**src/rtl/udp_tx_sched.sv**
```systemverilog
// Round-robin two-channel scheduler driving the UDP packetizer start,
// length and checksum seed, with busy tracking, inter-packet gap and watchdog.
module udp_tx_sched #(
  parameter int START_W = 4,
  parameter int MAX_LEN = 1003,
  parameter int TIMEOUT = 65535
) (
  input  logic        clk,
  input  logic        nRST,
  input  logic        req0,
  input  logic        req1,
  input  logic [15:0] len0,
  input  logic [15:0] len1,
  input  logic [31:0] sum0,
  input  logic [31:0] sum1,
  input  logic [15:0] gap_cycles,
  input  logic        udp_busy,
  output logic        udp_start,
  output logic [15:0] length,
  output logic [31:0] sum_init,
  output logic        ack0,
  output logic        ack1,
  output logic        rej0,
  output logic        rej1,
  output logic [15:0] pkt_cnt0,
  output logic [15:0] pkt_cnt1,
  output logic        timeout_err,
  output logic        sched_busy
);

  localparam logic [2:0] S_IDLE  = 3'd0;
  localparam logic [2:0] S_START = 3'd1;
  localparam logic [2:0] S_WBUSY = 3'd2;
  localparam logic [2:0] S_WDONE = 3'd3;
  localparam logic [2:0] S_GAP   = 3'd4;

  localparam logic [15:0] LEN_MAX = 16'(MAX_LEN);
  localparam logic [15:0] ST_LAST = 16'(START_W - 1);
  localparam logic [31:0] WD_LAST = 32'(TIMEOUT - 1);

  logic [2:0]  state;
  logic        rr;
  logic        sel;
  logic [15:0] st_cnt;
  logic [15:0] gap_cnt;
  logic [31:0] wd_cnt;

  logic        any_req;
  logic        pick;
  logic        bad_len;
  logic        wd_hit;
  logic [15:0] pick_len;
  logic [15:0] gap_len;
  logic [31:0] pick_sum;

  always_comb begin
    any_req  = req0 | req1;
    pick     = (req0 & req1) ? rr : req1;
    pick_len = pick ? len1 : len0;
    pick_sum = pick ? sum1 : sum0;
    bad_len  = (pick_len == 16'd0) || (pick_len > LEN_MAX);
    gap_len  = (gap_cycles == 16'd0) ? 16'd1 : gap_cycles;
    // watchdog fires on the cycle whose increment would reach TIMEOUT
    wd_hit   = (wd_cnt == WD_LAST);
  end

  assign sched_busy = (state != S_IDLE);

  always_ff @(posedge clk) begin
    if (!nRST) begin
      state       <= S_IDLE;
      rr          <= 1'b0;
      sel         <= 1'b0;
      st_cnt      <= '0;
      gap_cnt     <= '0;
      wd_cnt      <= '0;
      udp_start   <= 1'b0;
      length      <= '0;
      sum_init    <= '0;
      ack0        <= 1'b0;
      ack1        <= 1'b0;
      rej0        <= 1'b0;
      rej1        <= 1'b0;
      pkt_cnt0    <= '0;
      pkt_cnt1    <= '0;
      timeout_err <= 1'b0;
    end else begin
      ack0 <= 1'b0;
      ack1 <= 1'b0;
      rej0 <= 1'b0;
      rej1 <= 1'b0;
      case (state)
        S_IDLE: begin
          if (any_req) begin
            sel      <= pick;
            length   <= pick_len;
            sum_init <= pick_sum;
            if (bad_len) begin
              if (pick) rej1 <= 1'b1;
              else      rej0 <= 1'b1;
              rr      <= ~pick;
              gap_cnt <= '0;
              state   <= S_GAP;
            end else begin
              udp_start <= 1'b1;
              st_cnt    <= '0;
              wd_cnt    <= '0;
              state     <= S_START;
            end
          end
        end
        S_START, S_WBUSY, S_WDONE: begin
          if (state == S_WDONE && !udp_busy) begin
            if (sel) begin
              ack1     <= 1'b1;
              pkt_cnt1 <= pkt_cnt1 + 16'd1;
            end else begin
              ack0     <= 1'b1;
              pkt_cnt0 <= pkt_cnt0 + 16'd1;
            end
            rr      <= ~sel;
            gap_cnt <= '0;
            state   <= S_GAP;
          end else if (wd_hit) begin
            if (sel) rej1 <= 1'b1;
            else     rej0 <= 1'b1;
            timeout_err <= 1'b1;
            udp_start   <= 1'b0;
            rr          <= ~sel;
            gap_cnt     <= '0;
            state       <= S_GAP;
          end else begin
            wd_cnt <= wd_cnt + 32'd1;
            if (state == S_START) begin
              if (st_cnt == ST_LAST) begin
                udp_start <= 1'b0;
                state     <= S_WBUSY;
              end else begin
                st_cnt <= st_cnt + 16'd1;
              end
            end else if (state == S_WBUSY && udp_busy) begin
              state <= S_WDONE;
            end
          end
        end
        S_GAP: begin
          // one extra cycle beyond the gap count gives ack-to-start of gap+2
          if (gap_cnt == gap_len) state <= S_IDLE;
          else gap_cnt <= gap_cnt + 16'd1;
        end
        default: state <= S_IDLE;
      endcase
    end
  end

endmodule
```
**config.mk**
```make
export PLATFORM = sky130hd
export DESIGN_NAME = udp_tx_sched
export DESIGN_NICKNAME = d
export VERILOG_FILES = /design/src/rtl/udp_tx_sched.sv
export SDC_FILE = /design/constraint.sdc
export NUM_CORES = 1
export LEC_CHECK = 0
export ABC_AREA = 1
export BUFFER_PORTS_ARGS = -buffer_cell sky130_fd_sc_hd__buf_2
export CORE_MARGIN = 3
export CORE_UTILIZATION = 45
export CTS_BUF_LIST = sky130_fd_sc_hd__clkbuf_4 sky130_fd_sc_hd__clkbuf_8 sky130_fd_sc_hd__clkbuf_16
export DETAILED_ROUTE_END_ITERATION = 12
export PLACE_DENSITY_LB_ADDON = 0.05
export SLEW_MARGIN = 20
export SYNTH_ARGS = -nofsm -noshare
export SYNTH_HDL_FRONTEND = slang
export SYNTH_SLANG_ARGS = --single-unit
```
**constraint.sdc**
```tcl
create_clock -name clk -period 2.7 [get_ports clk]
set_clock_uncertainty 0.15 [all_clocks]
set_input_delay 0.27 -clock clk [delete_from_list [all_inputs] [get_ports clk]]
set_output_delay 0.27 -clock clk [all_outputs]
set_load 0.01 [all_outputs]
```
# Word level (Yosys, flattened, before mapping)
# Cells that the tools add are included.
[word_totals] wordCells=127 out_inout_bits=87 regBits=155 in_bits=117
[op_classes] n_mux=57 order_cmp=1 n_bitwise=5 n_addsub=5 n_eq_ne=21 reduce_logical=22
[ops] op="16-bit two-way mux" count=13
[ops] op="32-bit two-way mux" count=5
[ops] op="16-bit by 1-bit adder with 16-bit output (second input constant)" count=4
[ops] op="32-bit one-hot mux with 2 select lines" count=1
[ops] op="16-bit one-hot mux with 3 select lines" count=1
[ops] op="32-bit by 1-bit adder with 32-bit output (second input constant)" count=1
[ops] op="32-bit by 16-bit == test with 1-bit output (second input constant)" count=1
[ops] op="16-bit logical NOT" count=2
[ops] op="16-bit one-hot mux with 2 select lines" count=1
[ops] op="3-bit two-way mux" count=8
[ops] op="1-bit two-way mux" count=23
[ops] op="2-bit inequality test (second input constant)" count=9
[ops] op="16-bit == test" count=1
[ops] op="16-bit by 2-bit == test with 1-bit output (second input constant)" count=1
[ops] op="16-bit by 10-bit greater-than comparator with 1-bit output (second input constant)" count=1
[ops] op="3-bit AND reduction" count=4
[ops] op="5-bit inequality test (second input constant)" count=2
[ops] op="5-bit AND reduction" count=2
[ops] op="3-bit inequality test (second input constant)" count=3
[ops] op="3-bit one-hot mux with 3 select lines" count=1
[ops] op="1-bit one-hot mux with 2 select lines" count=4
[ops] op="4-bit AND reduction" count=2
[ops] op="7-bit AND reduction" count=1
[ops] op="3-bit by 2-bit == test with 1-bit output (second input constant)" count=2
[ops] op="14 further kinds" count=18

# Longest topological paths before layout
[depth] word_depth=8 ltp_mapped=17 mapped_depth_nobuf=16

# Least setup slack after synthesis
# Ideal clock, no wire load.
[synth_path] kind="register to register" start="register rr" end="register wd_cnt[2]" arrival_ns=1.740 n_path_buf=2 slack_ns=0.693 required_time_ns=2.433 path_stages_with_launch=16 synth_period_minus_slack_ns=2.007 setup_ns=0.117 cell_sequence="dfxtp_1 -> inv_2 -> nand2_2 -> nand2_4 -> buf_4 -> nand2_1 -> nand2_1 -> nor2_1 -> nand2_1 -> nor2_2 -> nand3_2 -> nand2_2 -> nand3_4 -> buf_2 -> o21ai_0 -> nor2_1"
[synth_between] elab_chain_cells=6 elab_cells_between_ends=7 cone_classes="1 x order compare; 1 x eq/ne; 2 x mux; 3 x reduce/logical"
[synth_lines] item="start: declaration" line="42" rtl="logic rr;"
[synth_lines] item="start signal: assignment" line="101" rtl="rr <= ~pick;"
[synth_lines] item="start signal: assignment" line="121" rtl="rr <= ~sel;"
[synth_lines] item="start signal: assignment" line="129" rtl="rr <= ~sel;"
[synth_lines] item="1-bit two-way mux (*)" line="58" rtl="pick = (req0 & req1) ? rr : req1;"
[synth_lines] item="16-bit two-way mux (*)" line="59" rtl="pick_len = pick ? len1 : len0;"
[synth_lines] item="16-bit by 10-bit greater-than comparator with 1-bit output or 16-bit logical NOT (tied branches)" line="61" rtl="bad_len = (pick_len == 16'd0) || (pick_len > LEN_MAX);"
[synth_lines] item="1-bit logical OR (*)" line="61"
[synth_lines] item="2-bit inequality test (no source line) (*)"
[synth_lines] item="5-bit AND reduction (no source line) (*)"
[synth_lines] item="end signal: assignment" line="133" rtl="wd_cnt <= wd_cnt + 32'd1;"
[synth_lines] item="end: declaration" line="46" rtl="logic [31:0] wd_cnt;"
# Mark *: on every way between the ends. The rest lies on a longest branch, timed or not.
# A chain may end at the register's enable or synchronous reset.

# Worst setup path after layout
[layout_path] start="register state[1]" end="register sum_init[6]"
[layout_between] elab_chain_cells=2
[layout_lines] item="start: declaration" line="41" rtl="logic [2:0] state;"
[layout_lines] item="start signal: assignment" line="71" rtl="state <= S_IDLE;"
[layout_lines] item="start signal: assignment" line="103" rtl="state <= S_GAP;"
[layout_lines] item="start signal: assignment" line="108" rtl="state <= S_START;"
[layout_lines] item="3-bit logical NOT" line="92" rtl="case (state)"
[layout_lines] item="2-bit AND reduction (no source line)"
[layout_lines] item="end signal: assignment" line="97" rtl="sum_init <= pick_sum;"
[layout_lines] item="end: declaration" line="20" rtl="output logic [31:0] sum_init,"
# Every way passes these cells.

==> results_dict.tcl <==
set metrics [dict create \
    relSlewSlack 0.632 \
    insertion_delay_ns 0.43 \
    gp_congestion 0.932 \
    status "finished, final reports clean" \
    synth_edf_count 0 \
    detail_route.wl_per_cell_microns 14.5 \
    row_count 49 \
    ant_nets 0 \
    routed_wl_mm 26.6 \
    die_x_microns 144 \
    most-common-layout-cells "nand2_1, buf_2, nor2_1" \
    synth_area_per_cell_sq_um 6.38 \
    final_cells 1839 \
    power.density_mw_per_mm2 872 \
    cts-buffers-inserted 17 \
    areaGrowthSynthToFinish_pct 30.1 \
    maxCapViolCount 0 \
    die_area_sq_mm 0.0207 \
    met2WireLength_mm 12.6 \
    post-route-period-util 0.950 \
    detailed_place_hpwl_mm 18.5 \
    synthXorXnorAreaFrac 0.0349 \
    synth_cell_types 37 \
    n_fill_cell 1735 \
    synth_top_family_by_area "simple AND/OR/NAND/NOR gates" \
    synth.mux.area_fraction 0 \
    async_reset_ff_frac 0 \
    ys.flop_type "dfxtp_1" \
    gr-total-overflow 0 \
    ios 204 \
    track_usage 0.259 \
    grt_pass1_wl_mm 43.6 \
    drtIter0Drc 625 \
    synthAdderAreaFrac 0.00880 \
    grt_pass1_vias 9119 \
    cts_sinks 155 \
    cts_tree "yes" \
    finalHoldViolations 0 \
    p_leak_nw 4.84 \
    cts_max_path_buffers 2 \
    synth_nets 1460 \
    grt_max_degree 100 \
    ys_warn_count 0 \
    syn-cell-area_sq_mm 0.00853 \
    ir_drop_v 0.000640 \
    post_cts_buffers 0 \
    cp-end-kind "register" \
    wl_met3_mm 1.69 \
    synth_compound_area_frac 0.151 \
    synth_top_area_frac 0.364 \
    setup_violations 0 \
    hold_path_class "in -> reg" \
    timing.fmax_mhz 390 \
    fin_ws_ns 0.135 \
    yosysTopAreaCell "dfxtp_1" \
    yosys.area_share.simple 0.355 \
    cts_root_buf "clkbuf_16" \
    worstPathMaxFanout 19 \
    cts_htree_levels 4 \
    nets 1719 \
    yosysSeqAreaShare 0.364 \
    core-area_sq_mm 0.0183 \
    final_layout_size_suffix_gt1_frac 0.177 \
    synthCells 1337 \
    synth-seq-cells 155 \
    worstPathArrival_ns 2.73 \
    crit_type "reg -> reg" \
    place_inst 1733 \
    layout_commonest_cell "nand2_1" \
    cp-start-kind "register" \
    clk_pin_slew_ns 0.07 \
    dr.pass1.iters 5 \
    initial_core_util 0.467 \
    avgViaCountPerCell 5.17 \
    dp_slack_ns 0.252 \
    vias 9505 \
    wl_met1_mm 11.6 \
    period_needed_ns 2.56 \
    drc 0 \
    fp.dieH_microns 144 \
    portBuffers 203 \
    worstMarginPinSlew_ns 0.547 \
    worstPathRequired_ns 2.86 \
    yosys-top-cells-area "dfxtp_1, nand2_1, a21oi_1, nor2_1, inv_1" \
    maxUsedRoutingLayer "met4" \
    maxSlewViolCount 0 \
    antenna_found_initial 0 \
]
-- flip-flops by register name, indices dropped and copies added (netlist names) --
register / flops
sum_init: 32
wd_cnt: 32
gap_cnt: 16
length: 16
pkt_cnt0: 16
pkt_cnt1: 16
st_cnt: 16
state: 3
ack0: 1
ack1: 1
rej0: 1
rej1: 1
rr: 1
sel: 1
timeout_err: 1
udp_start: 1
-- power breakdown --
group,leakage [nW],total (mW),switching (mW),internal (mW)
Sequential,1.27,3.27,0.443,2.82
Clock,0.288,2.40,1.08,1.32
Combinational,3.29,4.01,2.52,1.48
Total,4.84,9.68,4.05,5.63
-- Yosys cell counts, drive strengths merged (2+ instances only) --
cell / number
nand4: 24
nor2: 173
xnor2: 12
nand2: 358
or2: 3
clkbuf: 37
nor3b: 7
o211ai: 3
o21ai: 82
inv: 128
nor3: 43
dfxtp: 155
o21bai: 2
buf: 21
nand3: 84
xor2: 22
ha: 6
nand3b: 9
a31oi: 17
nor4: 7
a21oi: 139
-- metal layers --
metal,vias to the layer above,GRT usage
met4,0,0.108
li1,4881,-
met1,4251,0.328
met5,-,0
met2,328,0.424
met3,45,0.0622
-- final cells by class --
| cell class | count | area (sq um) | area share |
|---|---|---|---|
| diodes | 1 | 2.50 | 0.000225 |
| clock buffers | 18 | 433 | 0.0390 |
| clock inverters | 14 | 154 | 0.0139 |
| inverters | 128 | 480 | 0.0433 |
| multi-input cells | 996 | 4710 | 0.424 |
| flip-flops and latches | 155 | 3100 | 0.279 |
| well taps | 229 | 287 | 0.0258 |
| repair buffers | 298 | 1940 | 0.174 |
-- logic make-up after synthesis --
group | Yosys count
compound gates | 248
flops | 155
buf+inv | 186
fa+ha+maj | 6
xor+xnor | 34
simple gates | 708
-- worst max-delay path, cell delays in order (launching register included) --
cell           delay [ns]
dfxtp_1              0.36
nor2_2               0.15
inv_1                0.11
nor2_4               0.17
inv_1                0.14
nor2_4               0.14
inv_2                0.15
buf_4                0.25
a21oi_1              0.13
a21oi_1              0.09
dlygate4sd3_1        0.59
-- through the flow --
stage | setup TNS (ns) | hold WS [ns] | utilization | area, sq um | power [mW]
global placement | 0 | 0.294 | 0.534 | 9760 | 6.93
detailed placement | 0 | 0.302 | 0.534 | 9760 | 6.95
finish | 0 | 0.0215 | 0.608 | 11100 | 9.68
CTS | 0 | 0.00167 | 0.606 | 11100 | 9.63
floorplan | 0 | 0.267 | - | 8530 | 5.80
global route | -0.0108 | 0.0219 | 0.608 | 11100 | 10.4
-- repair_timing --
| item | in CTS | in global routing |
|---|---|---|
| hold buffers | 73 | 0 |
| endpoints found under the hold margin | 38 | 0 |
| setup endpoints to repair | 0 | 29 |
| resized for setup | 0 | 8 |
-- final timing paths --
path / startpoint / endpoint / slack, ns / cells after the start
min reg2reg: timeout_err$_SDFFE_PN0P_ / timeout_err$_SDFFE_PN0P_ / 0.32 / 1
min: len1[10] / length[10]$_SDFFE_PN0P_ / 0.02 / 3
max reg2reg: state[1]$_SDFFE_PN0P_ / sum_init[6]$_SDFFE_PN0P_ / 0.14 / 10
max: state[1]$_SDFFE_PN0P_ / sum_init[6]$_SDFFE_PN0P_ / 0.14 / 10
Power figures use the tool's default switching activity.
